$ cat config.mk
export PLATFORM = sky130hd
export DESIGN_NAME = upstream_order_scheduler
export DESIGN_NICKNAME = d
export VERILOG_FILES = /design/src/rtl/upstream_order_scheduler.sv
export SDC_FILE = /design/constraint.sdc
export NUM_CORES = 1
export LEC_CHECK = 0
export ABC_CLOCK_PERIOD_IN_PS = 4900
export BUFFER_PORTS_ARGS = -buffer_cell sky130_fd_sc_hd__buf_2
export CAP_MARGIN = 20
export CORE_MARGIN = 5
export CORE_UTILIZATION = 38
export DETAILED_ROUTE_END_ITERATION = 7
export PLACE_DENSITY = 0.66
export SLEW_MARGIN = 20
export SYNTH_ARGS = -nofsm -noshare
export SYNTH_HDL_FRONTEND = slang
export SYNTH_SLANG_ARGS = --single-unit
$ cat constraint.sdc
create_clock -name clk -period 4.9 [get_ports clk]
set_input_delay 0.245 -clock clk [delete_from_list [all_inputs] [get_ports clk]]
set_output_delay 0.245 -clock clk [all_outputs]
set_load 0.01 [all_outputs]
$ cat src/rtl/upstream_order_scheduler.sv
// ---------------------------------------------------------------------------
// upstream_order_scheduler
//
// Sequences the upstream risk datapath one transaction at a time. New orders
// and max-limit updates arrive on two valid/ready front ends; an arbiter in
// IDLE picks one (round-robin when both are pending). An order reads the
// client's RAM entry, runs the exposure check and either writes back the new
// accumulated amount or rejects. A max update writes the limit field directly.
//
// Ports:
//   clk, HRESETn              clock, synchronous active-low reset
//   ord_valid/ready/...       new order request (client id, amount)
//   max_valid/ready/...       max-limit update request (client id, new limit)
//   ram_addr, ram_rd_en       upstream RAM address / read strobe (data +1 cycle)
//   ram_acc/max/cancelled     RAM read data
//   ram_wr_en/wr_max/wr_data  RAM write strobe, field select, write data
//   ord_done, ord_pass        order decision pulse and result
//   max_done                  limit write pulse
//   busy                      controller not in IDLE
//   rej_count                 saturating rejected-order count
// ---------------------------------------------------------------------------
module upstream_order_scheduler #(
    parameter int DATA_W = 32,
    parameter int ADDR_W = 10,
    parameter int CNT_W  = 16
) (
    input  logic              clk,
    input  logic              HRESETn,
    input  logic              ord_valid,
    output logic              ord_ready,
    input  logic [ADDR_W-1:0] ord_client_id,
    input  logic [DATA_W-1:0] ord_amount,
    input  logic              max_valid,
    output logic              max_ready,
    input  logic [ADDR_W-1:0] max_client_id,
    input  logic [DATA_W-1:0] max_amount,
    output logic [ADDR_W-1:0] ram_addr,
    output logic              ram_rd_en,
    input  logic [DATA_W-1:0] ram_acc,
    input  logic [DATA_W-1:0] ram_max,
    input  logic [DATA_W-1:0] ram_cancelled,
    output logic              ram_wr_en,
    output logic              ram_wr_max,
    output logic [DATA_W-1:0] ram_wr_data,
    output logic              ord_done,
    output logic              ord_pass,
    output logic              max_done,
    output logic              busy,
    output logic [CNT_W-1:0]  rej_count
);

    localparam int EXP_W = DATA_W + 2;

    typedef enum logic [2:0] {
        IDLE   = 3'd0,
        RD     = 3'd1,
        CHK    = 3'd2,
        WR_ORD = 3'd3,
        REJ    = 3'd4,
        WR_MAX = 3'd5
    } state_t;

    state_t              state_reg;
    state_t              state_next;
    logic [ADDR_W-1:0]   id_reg;
    logic [DATA_W-1:0]   amount_reg;
    logic [DATA_W-1:0]   acc_reg;
    logic                rr_max_reg;     // 1: max requester wins a tie
    logic [CNT_W-1:0]    rej_count_reg;

    logic                grant_ord;
    logic                grant_max;
    logic [EXP_W-1:0]    exposure_raw;
    logic [EXP_W-1:0]    exposure;
    logic                chk_pass;
    logic [DATA_W:0]     sum_full;
    logic [DATA_W-1:0]   sum_sat;

    // Arbitration: only in IDLE and never while reset is asserted, so a
    // request presented during reset is not considered accepted.
    always_comb begin
        grant_ord = 1'b0;
        grant_max = 1'b0;
        if (state_reg == IDLE && HRESETn) begin
            if (ord_valid && max_valid) begin
                grant_max = rr_max_reg;
                grant_ord = !rr_max_reg;
            end else begin
                grant_max = max_valid;
                grant_ord = ord_valid;
            end
        end
    end

    assign ord_ready = grant_ord;
    assign max_ready = grant_max;

    // Exposure = acc + amount - cancelled. Two extra bits hold the carry of
    // the sum and the sign of the difference; a set MSB means negative.
    assign exposure_raw = {2'b00, ram_acc} + {2'b00, amount_reg} - {2'b00, ram_cancelled};
    assign exposure     = exposure_raw[EXP_W-1] ? '0 : exposure_raw;
    assign chk_pass     = (exposure <= {2'b00, ram_max});

    // Committed accumulated value saturates instead of wrapping.
    assign sum_full = {1'b0, acc_reg} + {1'b0, amount_reg};
    assign sum_sat  = sum_full[DATA_W] ? '1 : sum_full[DATA_W-1:0];

    always_ff @(posedge clk) begin
        if (!HRESETn) begin
            state_reg     <= IDLE;
            id_reg        <= '0;
            amount_reg    <= '0;
            acc_reg       <= '0;
            rr_max_reg    <= 1'b1;
            rej_count_reg <= '0;
        end else begin
            state_reg <= state_next;
            if (grant_ord) begin
                id_reg     <= ord_client_id;
                amount_reg <= ord_amount;
                rr_max_reg <= 1'b1;
            end else if (grant_max) begin
                id_reg     <= max_client_id;
                amount_reg <= max_amount;
                rr_max_reg <= 1'b0;
            end
            if (state_reg == CHK) begin
                acc_reg <= ram_acc;
            end
            if (state_reg == REJ && rej_count_reg != '1) begin
                rej_count_reg <= rej_count_reg + CNT_W'(1);
            end
        end
    end

    // Next state and outputs. RAM strobes and done pulses are qualified by
    // HRESETn so a transaction caught by reset leaves no trace.
    always_comb begin
        state_next  = state_reg;
        ram_addr    = id_reg;
        ram_rd_en   = 1'b0;
        ram_wr_en   = 1'b0;
        ram_wr_max  = 1'b0;
        ram_wr_data = '0;
        ord_done    = 1'b0;
        ord_pass    = 1'b0;
        max_done    = 1'b0;
        case (state_reg)
            IDLE: begin
                if (grant_ord) begin
                    state_next = RD;
                end else if (grant_max) begin
                    state_next = WR_MAX;
                end
            end
            RD: begin
                ram_rd_en  = HRESETn;
                state_next = CHK;
            end
            CHK: begin
                state_next = chk_pass ? WR_ORD : REJ;
            end
            WR_ORD: begin
                ram_wr_en   = HRESETn;
                ram_wr_data = sum_sat;
                ord_done    = HRESETn;
                ord_pass    = HRESETn;
                state_next  = IDLE;
            end
            REJ: begin
                ord_done   = HRESETn;
                state_next = IDLE;
            end
            WR_MAX: begin
                ram_wr_en   = HRESETn;
                ram_wr_max  = 1'b1;
                ram_wr_data = amount_reg;
                max_done    = HRESETn;
                state_next  = IDLE;
            end
            default: begin
                state_next = IDLE;
            end
        endcase
    end

    assign busy      = (state_reg != IDLE);
    assign rej_count = rej_count_reg;

endmodule

# Word level (Yosys, flattened, before mapping)
# Cells that the tools add are included.
# classes
n_addsub	4
n_mul	0
div_mod_pow	0
order_cmp	1
eq_ne	7
shift	0
n_mux	21
n_bitwise	1
n_reduce_logical	10
# ops
op	n
two-way mux 32 bit	3
adder 32 x 32 -> 33 bit	2
one-hot mux 32 bit (2 select lines)	1
subtractor 33 x 32 -> 34 bit	1
<= comparator 33 x 32 -> 1 bit	1
two-way mux 33 bit	1
two-way mux 10 bit	2
adder 16 x 1 -> 16 bit (second input constant)	1
!= test 16 bit (second input constant)	1
two-way mux 1 bit	10
two-way mux 3 bit	3
one-hot mux 3 bit (3 select lines)	1
== test 3 x 2 -> 1 bit (second input constant)	2
== test 3 bit (second input constant)	2
OR reduction 2 bit	3
== test 3 x 1 -> 1 bit (second input constant)	1
logical AND 1 bit	3
logical NOT 3 bit	1
!= test 3 bit (second input constant)	1
nonzero test 3 bit	1
nonzero test 2 bit	1
logical NOT 1 bit	1
NOT 1 bit	1
# word_totals
register_bits	94
latch_bits	0
ram_bits	0
mem_bits_ro	0
input_bits	184
out_inout_bits	67
mem_count	0

# Longest topological paths before layout
# logic_depth
depth_word	6
ltp_mapped	24
ltp_nobuf	24

# Least setup slack after synthesis
# OpenSTA, ideal clock, no wires.
# synth_timing
kind	register to register
startpoint	register amount_reg[1]
endpoint	register state_reg[0]
setup_time_ps	106
arrival_time_ps	4736
required_ps	4794
slack_ps	58
path_stages_with_launch	25
cell_sequence	dfxtp_1 inv_1 fa_1 inv_1 ha_1 a21oi_1 o22ai_1 o211a_1 o21ai_0 o211ai_1 o2bb2ai_1 o21ai_0 o2bb2ai_1 clkbuf_1 nor2_1 ha_1 a21o_1 a21o_1 a21o_1 a21oi_1 o221ai_1 a21oi_1 a211oi_1 o21bai_1 o311ai_0
# synth_via
elab_chain_len	6
# synth_lines
element	line_no	rtl
from (decl)	66	logic [DATA_W-1:0] amount_reg;
from (signal assigned)	120	amount_reg <= ord_amount;
from (signal assigned)	124	amount_reg <= max_amount;
adder 32 x 32 -> 33 bit	100	assign exposure_raw = {2'b00, ram_acc} + {2'b00, amount_reg} - {2'b00, ram_cancelled};
subtractor 33 x 32 -> 34 bit	100	
two-way mux 33 bit	101	assign exposure = exposure_raw[EXP_W-1] ? '0 : exposure_raw;
<= comparator 33 x 32 -> 1 bit	102	assign chk_pass = (exposure <= {2'b00, ram_max});
two-way mux 3 bit	161	state_next = chk_pass ? WR_ORD : REJ;
one-hot mux 3 bit (3 select lines)	148	case (state_reg)
to (signal assigned)	117	state_reg <= state_next;
to (decl)	63	state_t state_reg;
# No other way between the ends.
# A chain may end at the register's enable or synchronous reset.

# Final worst setup path
# layout_timing
startpoint	register amount_reg[10]
endpoint	register state_reg[0]
# The elaborated chain is that of the path after synthesis.

==> results.yml <==
clocking:
  cts_root_buf: "clkbuf_16"
  clk_pin_slew_ns: 0.08
  clock_latency_ns: 0.35
  hold_buffers: 0
  cts.sinks: 94
  numCtsBuffers: 9
  cts_tree: "yes"
  htree_levels: 3
  clock_path_buffers: 2
placement:
  gp_congestion: 0.929
  dp_hpwl_um: 26100
  placed_area_mm2: 0.0118
  port_buffers: 250
pwr:
  power.total_uw: 5400
  comb_power_share_pct: 67.7
  p_per_area_mw_per_mm2: 430
  ir_drop_mv: 0.170
  swShare_pct: 45.2
  intPower_uw: 2960
  seqPwrFrac_pct: 19.7
  p_leak_uw: 0.00652
  p_switching_uw: 2440
  p_clk_share_pct: 12.6
sta:
  max_freq_mhz: 208
  finClkSkew_ns: 0.0160
  layout_min_cycle_time_ns: 4.80
  setup_viol: 0
  maxSlewViolCount: 0
  whs_ns: 0.144
  hold_violations: 0
  worst_pin_slew_ns: 1.08
  slew_headroom_pct: 28.0
  period_share_pct: 97.9
  rsz0062_at_grt: "yes"
critical_path:
  startpoint_type: "register"
  crit_arrival_ns: 4.99
  worstSetupEndpointType: "register"
  cp_max_fo: 3
  cp.required_ns: 5.09
  path_class: "reg -> reg"
synthesis:
  synth-seq-cells: 94
  ys_warn_count: 0
  postSynthCellCount: 1339
  syn-mean-instance-area_um2: 7.07
  yosysUniqueCellTypes: 59
  synth_nets: 1654
  syn_area_mm2: 0.00947
  synth-edff-count: 0
  synth_top_area_cell: "dfxtp_1"
  synthTopCellsByArea: "dfxtp_1 (20%), ha_1 (13%), nand2_1 (9.4%)"
  ys_seq_area_share_pct: 19.9
  synth_top_area_share_pct: 19.9
  synth_flop_cell: "dfxtp_1"
  async_flop_share_pct: 0
die:
  num_rows: 57
  start_util_pct: 38.7
  fp.dieH_um: 168
  dieArea_mm2: 0.0282
  core_area_mm2: 0.0245
  io_pins: 251
  die_x_um: 168
route:
  drc_errors: 0
  firstDrtPassIters: 5
  wl_per_cell_um: 16.1
  finalWirelength_um: 32200
  drtIter0Drc: 536
  drt-vias-per-instance: 5.09
  ant_nets: 0
  dr_total_vias: 10192
global_route:
  grt_use_total_pct: 21.8
  first_global_vias: 10210
  overflow: 0
  grt_max_degree: 49
  grt_pass1_wl_um: 51000
  antenna_found_initial: 1
hold_path:
  min-delay-path-class: "in -> reg"
finish:
  stdcell_area_mm2: 0.0126
  nFillCells: 2467
  syn_to_final_growth_pct: 32.7
  num_antenna_cells: 0
  drive_above_1_share_pct: 27.8
  nets: 1988
run:
  drv_cap: 0
run_status:
  status: "completed"
[cells in the mapped netlist (4+ instances only)]
master / instances
nand2_1: 237
inv_1: 190
nor2_1: 118
ha_1: 98
a21oi_1: 97
dfxtp_1: 94
o21ai_0: 67
clkbuf_1: 46
a311oi_1: 42
a21o_1: 40
fa_1: 33
xnor2_1: 31
nand3_1: 30
xor2_1: 25
o21a_1: 16
nand4_1: 13
nor3_1: 13
and2_1: 12
nand2b_1: 10
nor2b_1: 9
or3_1: 9
a211oi_1: 7
a31oi_1: 7
o21bai_1: 7
o31ai_1: 7
and3_1: 6
and4_1: 6
buf_1: 6
nand3b_1: 5
a21boi_0: 4
nor3b_1: 4
o211ai_1: 4
or2_2: 4
[critical path, cell delays in order (launching register included)]
cell      delay, ns
dfxtp_2        0.33
inv_2          0.04
fa_1           0.53
inv_2          0.05
ha_4           0.21
a211o_1        0.33
a31oi_4        0.21
nor2_4         0.06
o311ai_4       0.27
buf_6          0.15
a21boi_4       0.05
o31ai_2        0.25
buf_4          0.16
a31oi_4        0.09
xnor2_2        0.17
nor2_2         0.06
ha_1           0.30
nand4_1        0.12
inv_1          0.09
nand3_2        0.08
nor3_2         0.18
nand2_1        0.10
o21a_1         0.20
a211oi_2       0.28
o21bai_4       0.20
o311ai_2       0.09
[metrics by stage]
stage	setup WS, ns	utilization [%]	TNS [ns]	std cells
after global routing	-0.162	51.3	-0.428	2002
after global placement	-0.327	48.3	-0.866	1974
after floorplan	0.0582	-	0	1339
after CTS	0.00455	49.8	0	1993
after detailed placement	-0.359	48.3	-0.934	1974
final	0.103	51.3	0	2002
[power groups by stage]
stage	registers [µW]	logic, µW	clock network (µW)
2_1_floorplan	1040	2090	0
6_report	1060	3650	682
3_3_place_gp	1070	3180	0
5_1_grt	1080	4070	722
4_1_cts	1050	3330	697
3_5_place_dp	1070	3240	0
[final timing paths]
path                  start             to  slack [ns]  depth (start not counted)
max reg2reg  amount_reg[10]   state_reg[0]        0.10                         25
min           max_amount[7]  amount_reg[7]        0.14                          3
min reg2reg     acc_reg[29]    acc_reg[29]        0.46                          2
max          amount_reg[10]   state_reg[0]        0.10                         25
[layout make-up]
class | instances | area (µm²) | share of cell area [%]
Multi-Input combinational cell | 1001 | 7050 | 56.1
Timing Repair Buffer | 376 | 2220 | 17.6
Sequential cell | 94 | 1890 | 15.1
Inverter | 191 | 717 | 5.71
Tap cell | 324 | 405 | 3.23
Clock buffer | 10 | 239 | 1.90
Clock inverter | 6 | 43.8 | 0.349
[repair_timing]
action / in CTS / in global routing
buffers inserted: 3 / 8
gates resized for setup: 17 / 75
pin swaps: 4 / 45
endpoints found under the setup margin: 3 / 3
cloned: 0 / 1
[cells in the final DEF (no fill, tap or decap), types with 5 or more instances in the layout]
| cell type | instances |
|---|---|
| a211oi_1 | 5 |
| a21o_1 | 40 |
| a21oi_1 | 88 |
| a21oi_2 | 9 |
| a311oi_1 | 42 |
| a31oi_1 | 5 |
| and2_1 | 11 |
| and3_1 | 6 |
| and4_1 | 6 |
| buf_2 | 250 |
| buf_4 | 121 |
| buf_6 | 5 |
| clkbuf_16 | 9 |
| dfxtp_1 | 86 |
| dfxtp_2 | 7 |
| fa_1 | 32 |
| ha_1 | 93 |
| inv_1 | 187 |
| nand2_1 | 236 |
| nand2b_1 | 10 |
| nand3_1 | 29 |
| nand3b_1 | 5 |
| nand4_1 | 13 |
| nor2_1 | 112 |
| nor2b_1 | 9 |
| nor3_1 | 11 |
| o21a_1 | 15 |
| o21ai_0 | 57 |
| o21ai_2 | 6 |
| o21bai_1 | 6 |
| o31ai_1 | 5 |
| or3_1 | 8 |
| xnor2_1 | 28 |
| xor2_1 | 25 |
[kinds of logic after synthesis]
group	after synthesis	share of synthesized area, %
flops	94	19.9
fa+ha+maj	131	19.9
compound gates	331	22.9
mux	3	0.344
buf+inv	244	9.69
simple gates	480	22.1
xor+xnor	56	5.18
[per-layer routing]
metal  GRT usage [%]  share of wire (%)  up-vias  wire (µm)
met3            4.08                7.4       28       2370
met2            35.4                 45      311      14500
li1                -                  -     5178          -
met4            4.34                1.2        2        372
met5               0              0.040        -         13
met1            30.4                 46     4673      14900
(Power assumes the default switching activity.)
